--- src/rtl/picorv32_mem_bridge_if.sv ---
// picorv32_mem_bridge_if: picorv32 native memory bus (core is master, bridge is slave)
interface picorv32_mem_bridge_if;
  logic        mem_valid;
  logic        mem_instr;
  logic [31:0] mem_addr;
  logic [31:0] mem_wdata;
  logic [3:0]  mem_wstrb;
  logic        mem_ready;
  logic [31:0] mem_rdata;
  modport master (output mem_valid, mem_instr, mem_addr, mem_wdata, mem_wstrb, input mem_ready, mem_rdata);
  modport slave (input mem_valid, mem_instr, mem_addr, mem_wdata, mem_wstrb, output mem_ready, mem_rdata);
endinterface

--- src/rtl/picorv32_mem_bridge.sv ---
// picorv32_mem_bridge: decodes picorv32 requests to block RAM, console, exit register or unmapped space
module picorv32_mem_bridge #(
  parameter int          RAM_WORDS    = 32768,
  parameter int          RAM_AW       = 15,
  parameter logic [31:0] CONSOLE_ADDR = 32'h1000_0000,
  parameter logic [31:0] EXIT_ADDR    = 32'h2000_0000,
  parameter bit          STALL_EN     = 1'b1
) (
  input  logic                  clk,
  input  logic                  resetn,
  picorv32_mem_bridge_if.slave  bus,
  output logic                  ram_en,
  output logic [3:0]            ram_we,
  output logic [RAM_AW-1:0]     ram_addr,
  output logic [31:0]           ram_wdata,
  input  logic [31:0]           ram_rdata,
  output logic                  con_valid,
  output logic [7:0]            con_data,
  input  logic                  con_ready,
  output logic                  exit_req,
  output logic                  bus_err
);
  typedef enum logic [2:0] {IDLE, STALL, RAM_RD, CON, RESP} state_t;
  localparam logic [32:0] RAM_BYTES = 33'(RAM_WORDS) << 2;
  state_t state, state_nx;
  logic [5:0] stall_cnt;
  logic [31:0] addr_q, wdata_q, rdata_q, addr_c, wdata_c;
  logic [3:0] wstrb_q, wstrb_c;
  logic stall, go, wr, ram_hit, con_hit, exit_hit, unused_ok;
  assign stall = STALL_EN && (stall_cnt < 6'd7 || stall_cnt % 6'd7 == 6'd0 || stall_cnt % 6'd5 == 6'd0);
  // In IDLE the request is dispatched straight from the bus; later states use the latched copy
  assign addr_c  = state == IDLE ? bus.mem_addr  : addr_q;
  assign wdata_c = state == IDLE ? bus.mem_wdata : wdata_q;
  assign wstrb_c = state == IDLE ? bus.mem_wstrb : wstrb_q;
  assign go = resetn && (state == IDLE ? bus.mem_valid && !stall : state == STALL && !stall);
  assign wr       = |wstrb_c;
  assign ram_hit  = {1'b0, addr_c} < RAM_BYTES;
  assign con_hit  = !ram_hit && addr_c == CONSOLE_ADDR;
  assign exit_hit = !ram_hit && !con_hit && addr_c == EXIT_ADDR;
  assign ram_en    = go && ram_hit;
  assign ram_we    = ram_en ? wstrb_c : 4'd0;
  assign ram_addr  = ram_en ? addr_c[RAM_AW+1:2] : '0;
  assign ram_wdata = ram_en ? wdata_c : 32'd0;
  assign con_valid = state == CON;
  assign con_data  = con_valid ? wdata_q[7:0] : 8'd0;
  assign bus.mem_ready = state == RESP;
  assign bus.mem_rdata = bus.mem_ready ? rdata_q : 32'd0;
  assign unused_ok = &{1'b0, bus.mem_instr};
  always_comb begin
    state_nx = state;
    if (go) state_nx = ram_hit && !wr ? RAM_RD : con_hit && wr ? CON : RESP;
    else if (state == IDLE && bus.mem_valid) state_nx = STALL;
    else if (state == RAM_RD || (state == CON && con_ready)) state_nx = RESP;
    else if (state == RESP) state_nx = IDLE;
  end
  always_ff @(posedge clk) state <= !resetn ? IDLE : state_nx;
  always_ff @(posedge clk) begin
    if (!resetn) begin
      stall_cnt <= 6'd0;
      addr_q <= 32'd0;
      wdata_q <= 32'd0;
      wstrb_q <= 4'd0;
      rdata_q <= 32'd0;
      exit_req <= 1'b0;
      bus_err <= 1'b0;
    end else begin
      stall_cnt <= stall_cnt + 6'd1;
      rdata_q <= state == RAM_RD ? ram_rdata : 32'd0;
      if (state == IDLE) begin
        addr_q <= bus.mem_addr;
        wdata_q <= bus.mem_wdata;
        wstrb_q <= bus.mem_wstrb;
      end
      if (go && exit_hit && wr) exit_req <= 1'b1;
      if (go && !ram_hit && !con_hit && !exit_hit) bus_err <= 1'b1;
    end
  end
endmodule
--- src/flat_wrapper.sv ---
// flat-port wrapper written by rule: the top's interface ports become plain ports
module picorv32_mem_bridge_flat 
#(
  parameter int          RAM_WORDS    = 32768,
  parameter int          RAM_AW       = 15,
  parameter logic [31:0] CONSOLE_ADDR = 32'h1000_0000,
  parameter logic [31:0] EXIT_ADDR    = 32'h2000_0000,
  parameter bit          STALL_EN     = 1'b1
)
  (clk, resetn, ram_en, ram_we, ram_addr, ram_wdata, ram_rdata, con_valid, con_data, con_ready, exit_req, bus_err, bus_mem_valid, bus_mem_instr, bus_mem_addr, bus_mem_wdata, bus_mem_wstrb, bus_mem_ready, bus_mem_rdata);
  picorv32_mem_bridge_if bus_i ();
  input  logic clk;
  input  logic resetn;
  output logic ram_en;
  output logic [3:0] ram_we;
  output logic [RAM_AW-1:0] ram_addr;
  output logic [31:0] ram_wdata;
  input  logic [31:0] ram_rdata;
  output logic con_valid;
  output logic [7:0] con_data;
  input  logic con_ready;
  output logic exit_req;
  output logic bus_err;
  input wire logic [$bits(bus_i.mem_valid)-1:0] bus_mem_valid;
  input wire logic [$bits(bus_i.mem_instr)-1:0] bus_mem_instr;
  input wire logic [$bits(bus_i.mem_addr)-1:0] bus_mem_addr;
  input wire logic [$bits(bus_i.mem_wdata)-1:0] bus_mem_wdata;
  input wire logic [$bits(bus_i.mem_wstrb)-1:0] bus_mem_wstrb;
  output wire logic [$bits(bus_i.mem_ready)-1:0] bus_mem_ready;
  output wire logic [$bits(bus_i.mem_rdata)-1:0] bus_mem_rdata;
  assign bus_i.mem_valid = bus_mem_valid;
  assign bus_i.mem_instr = bus_mem_instr;
  assign bus_i.mem_addr = bus_mem_addr;
  assign bus_i.mem_wdata = bus_mem_wdata;
  assign bus_i.mem_wstrb = bus_mem_wstrb;
  assign bus_mem_ready = bus_i.mem_ready;
  assign bus_mem_rdata = bus_i.mem_rdata;
  picorv32_mem_bridge #(.RAM_WORDS(RAM_WORDS), .RAM_AW(RAM_AW), .CONSOLE_ADDR(CONSOLE_ADDR), .EXIT_ADDR(EXIT_ADDR), .STALL_EN(STALL_EN)) u_core (.clk(clk), .resetn(resetn), .bus(bus_i), .ram_en(ram_en), .ram_we(ram_we), .ram_addr(ram_addr), .ram_wdata(ram_wdata), .ram_rdata(ram_rdata), .con_valid(con_valid), .con_data(con_data), .con_ready(con_ready), .exit_req(exit_req), .bus_err(bus_err));
endmodule
--- config.mk ---
export PLATFORM = sky130hd
export DESIGN_NAME = picorv32_mem_bridge_flat
export DESIGN_NICKNAME = d
export VERILOG_FILES = /design/src/rtl/picorv32_mem_bridge_if.sv /design/src/rtl/picorv32_mem_bridge.sv /design/src/flat_wrapper.sv
export SDC_FILE = /design/constraint.sdc
export NUM_CORES = 1
export LEC_CHECK = 0
export ABC_AREA = 1
export BUFFER_PORTS_ARGS = -buffer_cell sky130_fd_sc_hd__buf_4
export CORE_ASPECT_RATIO = 0.8
export CORE_MARGIN = 2
export CORE_UTILIZATION = 45
export CTS_CLUSTER_DIAMETER = 200
export CTS_CLUSTER_SIZE = 25
export DETAILED_ROUTE_END_ITERATION = 10
export GPL_ROUTABILITY_DRIVEN = 0
export MAX_ROUTING_LAYER = met4
export PLACE_DENSITY = 0.73
export SLEW_MARGIN = 30
export SYNTH_ARGS = -nofsm -noshare
export SYNTH_HDL_FRONTEND = slang
export SYNTH_SLANG_ARGS = --single-unit
--- constraint.sdc ---
create_clock -name clk -period 9.25 [get_ports clk]
set_clock_uncertainty 0.2 [all_clocks]
set_input_delay 0.4625 -clock clk [delete_from_list [all_inputs] [get_ports clk]]
set_output_delay 0.4625 -clock clk [all_outputs]
set_load 0.02 [all_outputs]
Word-level counts from Yosys, hierarchy flattened
Index checks and enable logic that the tools add are counted.

Div/mod/pow operators: 2. $lt $le $gt $ge: 2. Equal/unequal tests: 6. Add/sub/neg operators: 1. Mux-type cells: 15. Reduce and logical (&&, ||, !) cells: 30.

Operators by type and width (number): $mux W32 (4); $eq A32 B29 Y1 const B (1); $eq A32 B30 Y1 const B (1); $lt A32 B18 Y1 const B (1); $mux W3 (6); $logic_and A1 B1 Y1 (16); $mux W15 (1); $logic_not A6 Y1 (2); $mod A6 B3 Y6 const B (2); $mux W4 (2); $mux W8 (1); $add A6 B1 Y6 const B (1); $eq A3 B2 Y1 const B (2); $lt A6 B3 Y1 const B (1); $logic_not A1 Y1 (5); $reduce_bool A4 Y1 (1); $reduce_or A4 Y1 (1); $eq A3 B1 Y1 const B (1); $eq A3 B3 Y1 const B (1); $logic_not A3 Y1 (1); $logic_or A1 B1 Y1 (3); $reduce_and A2 Y1 (1); $mux W1 (1).

Input bits: 105. Word-level logic and storage cells: 64. Output and inout bits: 96. Flip-flop bits (word level): 111.

Depth between registers and ports, before layout
Gate-level depths: netlist of the first run.

Depth after elaboration: 11. Depth in mapped cells: 34. Depth with buffers taken out: 34.

Worst setup path after synthesis of the first run
Ideal clock, no wire load.

Path type: reg2out. Start point: reg u_core.stall_cnt[1]. End point: out ram_addr[0]. Slack: 5150 ps. Arrival: 3437 ps. Data required time: 8587 ps. Buffers on the path: 1. Cell stages (with the launch flop): 34. Path through: dfxtp_1 inv_1 ha_1 nand2_4 nor2_2 nand2_2 nand2_2 nand2_2 nand3_2 inv_2 nand2_2 nand2_1 nand2_1 nand2_1 inv_2 ha_1 inv_1 nor2_4 nor2_4 nand3_1 nand2_1 inv_1 ha_1 nor2_1 nand2_1 nand2_1 nand2_1 a21oi_2 nand2_2 nand2_4 nor2_8 inv_8 buf_12 nor2_4.

Longest elaborated chain between the ends: 10. Elaborated cells on any way between the ends: 14. Those cells by class: 2 x div; 1 x order compare; 2 x mux; 9 x reduce/logical.

Ends and longest elaborated chain: start: declaration (RTL line picorv32_mem_bridge.sv:26) `logic [5:0] stall_cnt;`; start signal: assignment (RTL line picorv32_mem_bridge.sv:67) `stall_cnt <= stall_cnt + 6'd1;`; $mod A6 B3 Y6 (RTL line picorv32_mem_bridge.sv:30) `assign stall = STALL_EN && (stall_cnt < 6'd7 || stall_cnt % 6'd7 == 6'd0 || stall_cnt % 6'd5 == 6'd0);`; $logic_not A6 Y1 (RTL line picorv32_mem_bridge.sv:30); $logic_or A1 B1 Y1 (RTL line picorv32_mem_bridge.sv:30); $logic_or A1 B1 Y1 * (RTL line picorv32_mem_bridge.sv:30); $logic_not A1 Y1 * (RTL line picorv32_mem_bridge.sv:35) `assign go = resetn && (state == IDLE ? bus.mem_valid && !stall : state == STALL && !stall);`; $logic_and A1 B1 Y1 (RTL line picorv32_mem_bridge.sv:35); $mux W1 * (RTL line picorv32_mem_bridge.sv:35); $logic_and A1 B1 Y1 * (RTL line picorv32_mem_bridge.sv:35); $logic_and A1 B1 Y1 * (RTL line picorv32_mem_bridge.sv:40) `assign ram_en = go && ram_hit;`; via ram_en (RTL line flat_wrapper.sv:14) `output logic ram_en;`; $mux W15 * (RTL line picorv32_mem_bridge.sv:42) `assign ram_addr = ram_en ? addr_c[RAM_AW+1:2] : '0;`; end: declaration (RTL line flat_wrapper.sv:16) `output logic [RAM_AW-1:0] ram_addr;`.

The timed path passes the listed nets; every way through them passes the cells marked *.

Worst setup path in the final report of the first run
Start point: reg u_core.stall_cnt[1]. End point: out ram_wdata[31].

Longest elaborated chain between the ends: 10. Elaborated cells on any way between the ends: 14. Those cells by class: 2 x div; 1 x order compare; 2 x mux; 9 x reduce/logical.

Ends and longest elaborated chain: $mod A6 B3 Y6 (RTL line picorv32_mem_bridge.sv:30); $logic_not A6 Y1 (RTL line picorv32_mem_bridge.sv:30); $logic_or A1 B1 Y1 (RTL line picorv32_mem_bridge.sv:30); $logic_or A1 B1 Y1 * (RTL line picorv32_mem_bridge.sv:30); $logic_not A1 Y1 * (RTL line picorv32_mem_bridge.sv:35); $logic_and A1 B1 Y1 (RTL line picorv32_mem_bridge.sv:35); $mux W1 * (RTL line picorv32_mem_bridge.sv:35); $logic_and A1 B1 Y1 * (RTL line picorv32_mem_bridge.sv:35); $logic_and A1 B1 Y1 * (RTL line picorv32_mem_bridge.sv:40); $mux W32 * (RTL line picorv32_mem_bridge.sv:43) `assign ram_wdata = ram_en ? wdata_c : 32'd0;`; end: declaration (RTL line flat_wrapper.sv:17) `output logic [31:0] ram_wdata;`.

Every way passes the cells marked *; elsewhere a longest branch is shown, timed or not.

==> results of run 1 <==
[final cells by class]
class,count,share of cell area
inverter,123,0.06159
tap,175,0.02874
clock buffer,9,0.02956
clock inverter,7,0.007555
sequential,111,0.2917
multi-input combinational,467,0.3818
timing repair buffer,202,0.1990
[power by group through the flow]
stage	clock network, mW	registers (mW)	logic (mW)
final	0.368	0.529	0.251
after global placement	0	0.539	0.251
after global routing	0.401	0.533	0.281
after floorplan	0	0.536	0.203
after CTS	0.380	0.530	0.255
after detailed placement	0	0.541	0.253
[sequential cells by signal, indices dropped and copies added (netlist names)]
name and cells:
u_core.addr_q 32, u_core.rdata_q 32, u_core.wstrb_q 4, u_core.stall_cnt 6, u_core.exit_req 1, u_core.wdata_q 32, u_core.bus_err 1, u_core.state 3
[routing by layer]
layer,up-vias,wire length [um]
li1,2583,-
met3,10,941
met2,153,5861
met4,0,91
met5,-,0
met1,2083,6084
[kinds of logic (layout without fill, tap and decap cells)]
logic type                 count (synthesis)  after routing  synth area share
DFF                                      111            111            0.3788
buffers and inverters                    153            341            0.1265
muxes                                     55             55           0.09386
AOI/OAI and AO/OA                         44             44           0.04928
adders and majority gates                 10             10           0.02133
xor gates and xnor gates                   1              1          0.001493
and+or+nand+nor                          357            357            0.3287
[final timing paths]
path                                        from                       endpoint  slack, ns
setup / recovery  u_core.stall_cnt[1]$_SDFF_PN0_                  ram_wdata[31]       3.84
hold / removal                     ram_rdata[24]  u_core.rdata_q[24]$_SDFF_PN0_       0.13
setup reg to reg  u_core.stall_cnt[1]$_SDFF_PN0_    u_core.bus_err$_SDFFE_PN0P_       5.20
hold reg to reg     u_core.exit_req$_SDFFE_PN0P_   u_core.exit_req$_SDFFE_PN0P_       0.26
[per-stage QoR]
stage	instance area (um^2)	instances	setup WS, ns
2_1_floorplan	5866	731	5.150
3_3_place_gp	7333	1078	4.244
3_5_place_dp	7336	1078	4.217
4_1_cts	7619	1094	3.815
5_1_grt	7619	1094	3.368
6_report	7619	1094	3.842
[worst reg2reg max path, delay by kind of cell, from the launching register on]
family                   cells  cell delay, ns
AND/OR/NAND/NOR             21            1.77
adder cells (fa/ha/maj)      3            0.70
buffers and inverters        6            0.55
flip-flops                   1            0.50
AO/OA/AOI/OAI                2            0.18
[synthesized netlist by cell type (7+ instances only)]
master    number  area [um^2]
buf_6          8        90.09
nor2_4        53        596.8
o21ai_0       15        75.07
inv_1        113        424.2
a21oi_1       12        60.06
dfxtp_1      111         2222
clkbuf_1      14        52.55
nand2_1       72        270.3
inv_2          9        33.78
nand3_1       20        100.1
nand4_1        7        43.79
nor2_1       163        611.8
nand2_2       17        106.4
ha_1          10        125.1
mux2i_1       55        550.5
[cell usage in the layout, fill, tap and decap left out, types with 2 or more instances in the layout]
master	Yosys	layout
nand3_1	20	20
nand2_4	4	5
o21ai_0	15	15
clkbuf_16	0	9
nand2_1	72	71
dfxtp_1	111	111
nand3_2	2	2
clkinv_4	0	3
inv_2	9	9
inv_1	113	113
o21ai_2	2	2
inv_8	1	2
mux2i_1	55	55
a21oi_1	12	12
a21oi_2	3	3
nor2_4	53	53
clkinvlp_4	0	2
o21ai_1	2	2
o21a_1	3	3
nand4_1	7	7
nor2_2	5	5
ha_1	10	10
buf_4	2	202
nand2_2	17	17
or2_2	5	5
o21ai_4	2	2
nor3_1	4	4
nor2_1	163	163
==> out/metrics.cfg, run 1 <==
[yosys]
yosys_warnings=0
avgSynthCellArea_um2=8.024
async_flop_share=0
synth-edff-count=0
ys_ff_latch=111
synth_cell_types=40
syn_area_um2=5866
yosysSeqAreaShare=0.3788
synthFlopType=dfxtp_1
synthCells=731
syn_nets=846

[worst_setup_path]
cp_max_fo=51
cp_num_cells=33
worst_ep_arrival_time_ns=4.75
cp_slowest_cell=inv_8
crit_top_cell=nand2_1
critical_path.endpoint_type=primary output
critPathBufInv=7
critPathLaunchType=flip-flop
r2r_cells=32
crit_family=simple AND/OR/NAND/NOR gates
path_class=reg -> out
cpPeakStageDelay_ns=0.52
worstPathRequired_ns=8.59

[drt]
vias=4829
drt_first_iter_violations=226
wl_per_cell_um=11.86
drc_errors=0
drt-total-wl_mm=12.98
via_per_inst=4.414
ant_nets=0
first_pass_iters=4

[cts]
cts_resized=0
clk_pin_slew_ns=0.08
cts.sinks=111
cts.path.max_buffers=2
numCtsBuffers=9
h-tree-depth=3
holdBufCountCts=0
cts_tree=built
cts_setup_buffers=0
clk-insertion-delay-late_ns=0.34
cts_root_buf=clkbuf_16

[die]
die_area_um2=13970
num_rows=37
io_pins=201
die_y_um=106.1
core-area_um2=12780
die-width_um=131.6
initial_utilization=0.4591

[power_and_ir_drop]
p_clk_frac=0.321
combPwrFrac=0.219
p_sw_mw=0.3460
seq_power_share=0.461
p_total_mw=1.149
swShare=0.3010
internal_power_mw=0.8033
powerDensity_nw_per_um2=150.8
worst_ir_drop_vdd_mv=0.09324
leakagePower_nw=3.694

[place]
port_buffers=199
detailed_place_hpwl_mm=9.536

[run]
max_cap_violations=0

[grt]
overflow=0
grt_first_pass_wirelength_mm=21.79
grt_antenna_before_repair=0
grt.busiest_layer=met2
grt.total_usage=0.1947
grt_pass1_vias=4587
grt_max_degree=73
use_met3=0.05293
grt_use_met1=0.2490
grt_use_met2=0.3100

[timing]
whs_ns=0.1279
tightest_slew_ns=0.7972
drv_slew=0
tns_ns=0
period_share=0.5846
fmax_ghz=0.1849
hold_violations=0
post-route-min-period_ns=5.408
relSlewSlack=0.4685
setup_viol_count_final=0
rsz0062_at_grt=false

[final_layout]
multiInputGateArea_um2=2909
final_nets=1029
drive_gt1_frac=0.3536
final_util=0.5963
diodes=0
area_growth_pct=29.88
regArea_um2=2222
fill_cells=1195

[worst_hold_path]
hold_depth=3
hold_path_class=in -> reg

[outcome]
outcome=finished, final reports clean

Power figures use the tool's default switching activity.
==> inputs of run 2 (changes only) <==
Clock period 9.25 ns to 5.4 ns, I/O delays scaled along.
==> out/metrics.cfg, run 2 (synthesis gave the netlist of run 1 again) <==
[timing]
rsz0062_at_grt=false
period_share=0.9217
hold_violations=0
fmax_ghz=0.2009
relSlewSlack=0.4873
setup_viol_count_final=0
post-route-min-period_ns=4.977
setup_ws_ns=0.4230
tns_ns=0
whs_ns=0.02006
tightest_slew_ns=0.7690
drv_slew=0

[power_and_ir_drop]
p_total_mw=2.129
powerDensity_nw_per_um2=259.2
leakagePower_nw=3.954
worst_ir_drop_vdd_mv=0.1748

[cts]
numCtsBuffers=9
clk-insertion-delay-late_ns=0.35
cts.path.max_buffers=2
cts_setup_buffers=0
clk_pin_slew_ns=0.07
cts_root_buf=clkbuf_16
cts_tree=built
cts.sinks=111
h-tree-depth=3

[drt]
drc_errors=0
vias=5126
drt-total-wl_mm=14.38
wl_per_cell_um=12.57
via_per_inst=4.481
ant_nets=0
first_pass_iters=4
drt_first_iter_violations=210

[worst_setup_path]
critical_path.endpoint_type=primary output
cp_max_fo=29
cp_slowest_cell=dfxtp_1
critPathLaunchType=flip-flop
cpPeakStageDelay_ns=0.60
crit_top_cell=nand2_1
path_class=reg -> out
worstPathRequired_ns=4.93
worst_ep_arrival_time_ns=4.51

[grt]
grt_max_degree=73
grt_antenna_before_repair=0
overflow=0
grt_first_pass_wirelength_mm=23.85
grt.total_usage=0.2134
grt_pass1_vias=5056

[final_layout]
top_regs=u_core.addr_q: 32 flops, u_core.rdata_q: 32 flops, u_core.wdata_q: 32 flops
drive_gt1_frac=0.3385
mostFrequentLayoutCell=buf_4
regArea_um2=2223
multiInputGateArea_um2=2909
final_cell_mix=buf_4, nor2_1, inv_1
fin_cells=1144
area_growth_pct=40.00
diodes=0
final_nets=1080
fill_cells=1110

[die]
die_y_um=106.1
die-width_um=131.6
io_pins=201
num_rows=37
die_area_um2=13970
core-area_um2=12780
initial_utilization=0.4591

[worst_hold_path]
hold_path_class=in -> reg

[place]
placed_cells=1081
detailed_place_hpwl_mm=9.637
place_ws_ns=0.6193
port_buffers=199

[outcome]
outcome=finished, final reports clean

[run]
max_cap_violations=0

run 2: repair_timing:
action,4_1_cts,5_1_grt
hold endpoints to repair,48,0
hold buffers,48,0
gates resized for setup,0,2
setup endpoints to repair,0,25
run 2: per-layer routing:
layer	GRT usage	vias up	share of wire
met1	0.2651	2265	0.46
met5	-	-	0
met2	0.3403	160	0.46
met4	0.06444	0	0.016
li1	-	2680	-
met3	0.06009	21	0.064
run 2: through the flow:
stage / util / area (um^2)
after floorplan: - / 5866
after global placement: 0.5777 / 7381
after detailed placement: 0.5779 / 7383
after CTS: 0.6422 / 8205
after global routing: 0.6427 / 8212
final: 0.6427 / 8212
run 2: worst paths after layout:
kind,slack [ns],from,end,cells past startpoint
worst max-delay path,0.42,u_core.stall_cnt[3]$_SDFF_PN0_,ram_wdata[18],32
worst min-delay path,0.02,bus_mem_addr[17],u_core.addr_q[17]$_SDFF_PN0_,3
worst max register to register,1.46,u_core.stall_cnt[3]$_SDFF_PN0_,u_core.bus_err$_SDFFE_PN0P_,30
worst min register to register,0.26,u_core.exit_req$_SDFFE_PN0P_,u_core.exit_req$_SDFFE_PN0P_,2
run 2: power by group:
group / switching (mW) / internal, mW
combinational: 0.267 / 0.195
clock: 0.304 / 0.455
sequential: 0.0213 / 0.886
total: 0.593 / 1.54
run 2: area by class of cell:
type,count,share of cell area
Clock inverter,6,0.01417
Sequential cell,111,0.2708
Multi-Input combinational cell,467,0.3543
Tap cell,175,0.02666
Timing Repair Buffer,253,0.2490
Clock buffer,9,0.02743
Inverter,123,0.05775
run 2: worst max-delay path: cells and delay by family (launching register included):
kind | cells | cell delay (ns)
fa+ha+maj | 3 | 0.79
buf+inv | 9 | 1.14
simple gates | 19 | 1.49
flops | 1 | 0.60
compound gates | 1 | 0.11
==> inputs of run 3 (changes only) <==
Settings changed: ABC_AREA 1 to 0, CAP_MARGIN set to 0.
==> out/metrics.cfg, run 3 <==
[yosys]
avgSynthCellArea_um2=8.832
synth-edff-count=0
syn_nets=763
synth_cell_types=69
yosys_warnings=0
ys_ff_latch=111
synth.area.top_cells=dfxtp_1, mux2i_1, and2_1
synthFlopType=dfxtp_1
synth_common_cells=dfxtp_1, and2_1, nor2b_1
synth_top_area_frac=0.3883
synthCells=648
async_flop_share=0
synth_largest_area_cell=dfxtp_1
syn_area_um2=5723
synth.most_common_cell=dfxtp_1
yosysSeqAreaShare=0.3883

[die]
io_pins=201
die-width_um=130.1
initial_utilization=0.4654
num_rows=36
core-area_um2=12300
die_area_um2=13640
die_y_um=104.9

[cts]
cts.sinks=111
cts_setup_buffers=0
h-tree-depth=3
clk_pin_slew_ns=0.07
cts.path.max_buffers=2
numCtsBuffers=9
cts_tree=built
clk-insertion-delay-late_ns=0.35
cts_root_buf=clkbuf_16

[timing]
hold_violations=0
period_share=0.9393
setup_viol_count_final=0
tightest_slew_ns=0.8024
drv_slew=0
relSlewSlack=0.4512
post-route-min-period_ns=5.072
fmax_ghz=0.1972
tns_ns=0
rsz0062_at_grt=false

[worst_setup_path]
crit_family=simple AND/OR/NAND/NOR gates
r2r_cells=16
cpPeakStageDelay_ns=0.43
cp_slowest_cell=ha_1
r2r-start=u_core.stall_cnt[3]$_SDFF_PN0_
crit_chain=inv_1 > ha_1 > nand2b_1 > a21oi_1 > nor2_1 > ha_1 > inv_1 > o2111ai_4 > xnor2_1 > ha_1 > or3_1 > a2111oi_0 > and3_1 > a211oi_1 > o221ai_4 > buf_12 > nor2_1 > buf_4
worst_ep_arrival_time_ns=4.60
critical_path.endpoint_type=primary output
reg2reg_slack_ns=1.25
critPathBufInv=4
crit_top_cell=ha_1
worstPathRequired_ns=4.93
path_class=reg -> out
r2r_end=u_core.state[1]$_SDFFE_PN0P_
critPathLaunchType=flip-flop
cp_max_fo=52

[place]
port_buffers=199
detailed_place_hpwl_mm=10.77
placed_cells=985

[final_layout]
drive_gt1_frac=0.3090
area_growth_pct=41.52
diodes=0
top_regs=u_core.addr_q: 32 flops, u_core.rdata_q: 32 flops, u_core.wdata_q: 32 flops
fin_cells=1048
mostFrequentLayoutCell=buf_4
final_nets=987
final_cell_mix=buf_4, dfxtp_1, and2_1

[drt]
drt_first_iter_violations=359
drt-total-wl_mm=15.36
drc_errors=0
first_pass_iters=5
via_per_inst=5.135
vias=5381
wl_per_cell_um=14.65
ant_nets=0

[worst_hold_path]
hold_depth=3
hold_path_class=in -> reg
hp-start=bus_mem_wdata[25]
whs_endpoint=u_core.wdata_q[25]$_SDFF_PN0_

[grt]
overflow=0
grt_first_pass_wirelength_mm=24.65
grt_max_degree=84
grt_pass1_vias=5110
grt.total_usage=0.2284
grt_antenna_before_repair=0

[outcome]
outcome=finished, final reports clean

[power_and_ir_drop]
leakagePower_nw=3.656
powerDensity_nw_per_um2=222.0
worst_ir_drop_vdd_mv=0.1740
p_total_mw=1.798

[run]
max_cap_violations=0

run 3: repair_timing:
| action | 4_1_cts | 5_1_grt |
|---|---|---|
| endpoints found under the setup margin | 0 | 52 |
| endpoints found under the hold margin | 47 | 0 |
| hold buffers | 47 | 0 |
| gates resized for setup | 0 | 2 |
run 3: final cells by class:
type	count	area [um^2]
inverters	14	52.55
repair buffers	257	2063
clock buffers	10	229.0
fillers	1004	4198
flip-flops and latches	111	2223
well taps	171	214.0
clock inverters	6	62.56
multi-input cells	479	3254
run 3: cells by family after synthesis:
family | Yosys count | share of synthesized area
AOI/OAI and AO/OA | 89 | 0.1262
muxes | 53 | 0.09270
DFF | 111 | 0.3883
buffers and inverters | 58 | 0.04788
adders and majority gates | 10 | 0.02186
and+or+nand+nor | 321 | 0.3140
xor gates and xnor gates | 6 | 0.009182
run 3: routing by layer:
layer / wire length [um] / GRT usage / vias up
li1: - / - / 2649
met1: 6488 / 0.2829 / 2498
met2: 7591 / 0.3770 / 205
met3: 897 / 0.04352 / 29
met4: 378 / 0.06912 / 0
met5: 0 / - / -
run 3: where the power goes:
group          switching [mW]  internal [mW]  total, mW
Combinational           0.125          0.143      0.268
Clock                   0.328          0.326      0.654
Sequential             0.0204          0.856      0.876
run 3: worst max-delay path by stage:
| stage | start | to | slack, ns | depth (start not counted) |
|---|---|---|---|---|
| 6_report | u_core.stall_cnt[3]$_SDFF_PN0_ | ram_wdata[23] | 0.33 | 18 |
| 5_1_grt | u_core.stall_cnt[4]$_SDFF_PN0_ | ram_we[2] | 0.08 | 18 |
| 4_1_cts | u_core.stall_cnt[5]$_SDFF_PN0_ | ram_wdata[23] | 0.25 | 16 |
| 3_5_place_dp | u_core.stall_cnt[5]$_SDFF_PN0_ | ram_wdata[23] | 0.64 | 16 |
| 3_3_place_gp | u_core.stall_cnt[5]$_SDFF_PN0_ | ram_wdata[24] | 0.79 | 16 |
| 2_1_floorplan | u_core.stall_cnt[4]$_SDFF_PN0_ | ram_addr[0] | 1.09 | 18 |
run 3: worst register-to-register path, delay by kind of cell, from the launching register on:
kind,cells,cell delay (ns)
xor+xnor,1,0.15
compound gates,5,0.97
buf+inv,2,0.20
flops,1,0.33
fa+ha+maj,3,0.92
simple gates,5,1.26
run 3: stage by stage:
step           hold slack [ns]  setup WS [ns]  instance area (um^2)    util
3_3_place_gp            0.2469         0.7925                  7322  0.5954
3_5_place_dp            0.2490         0.6406                  7333  0.5964
2_1_floorplan           0.1917          1.088                  5723       -
6_report               0.01193         0.3280                  8099  0.6586
5_1_grt                0.01786        0.07866                  8099  0.6586
4_1_cts               0.005997         0.2547                  8095  0.6583
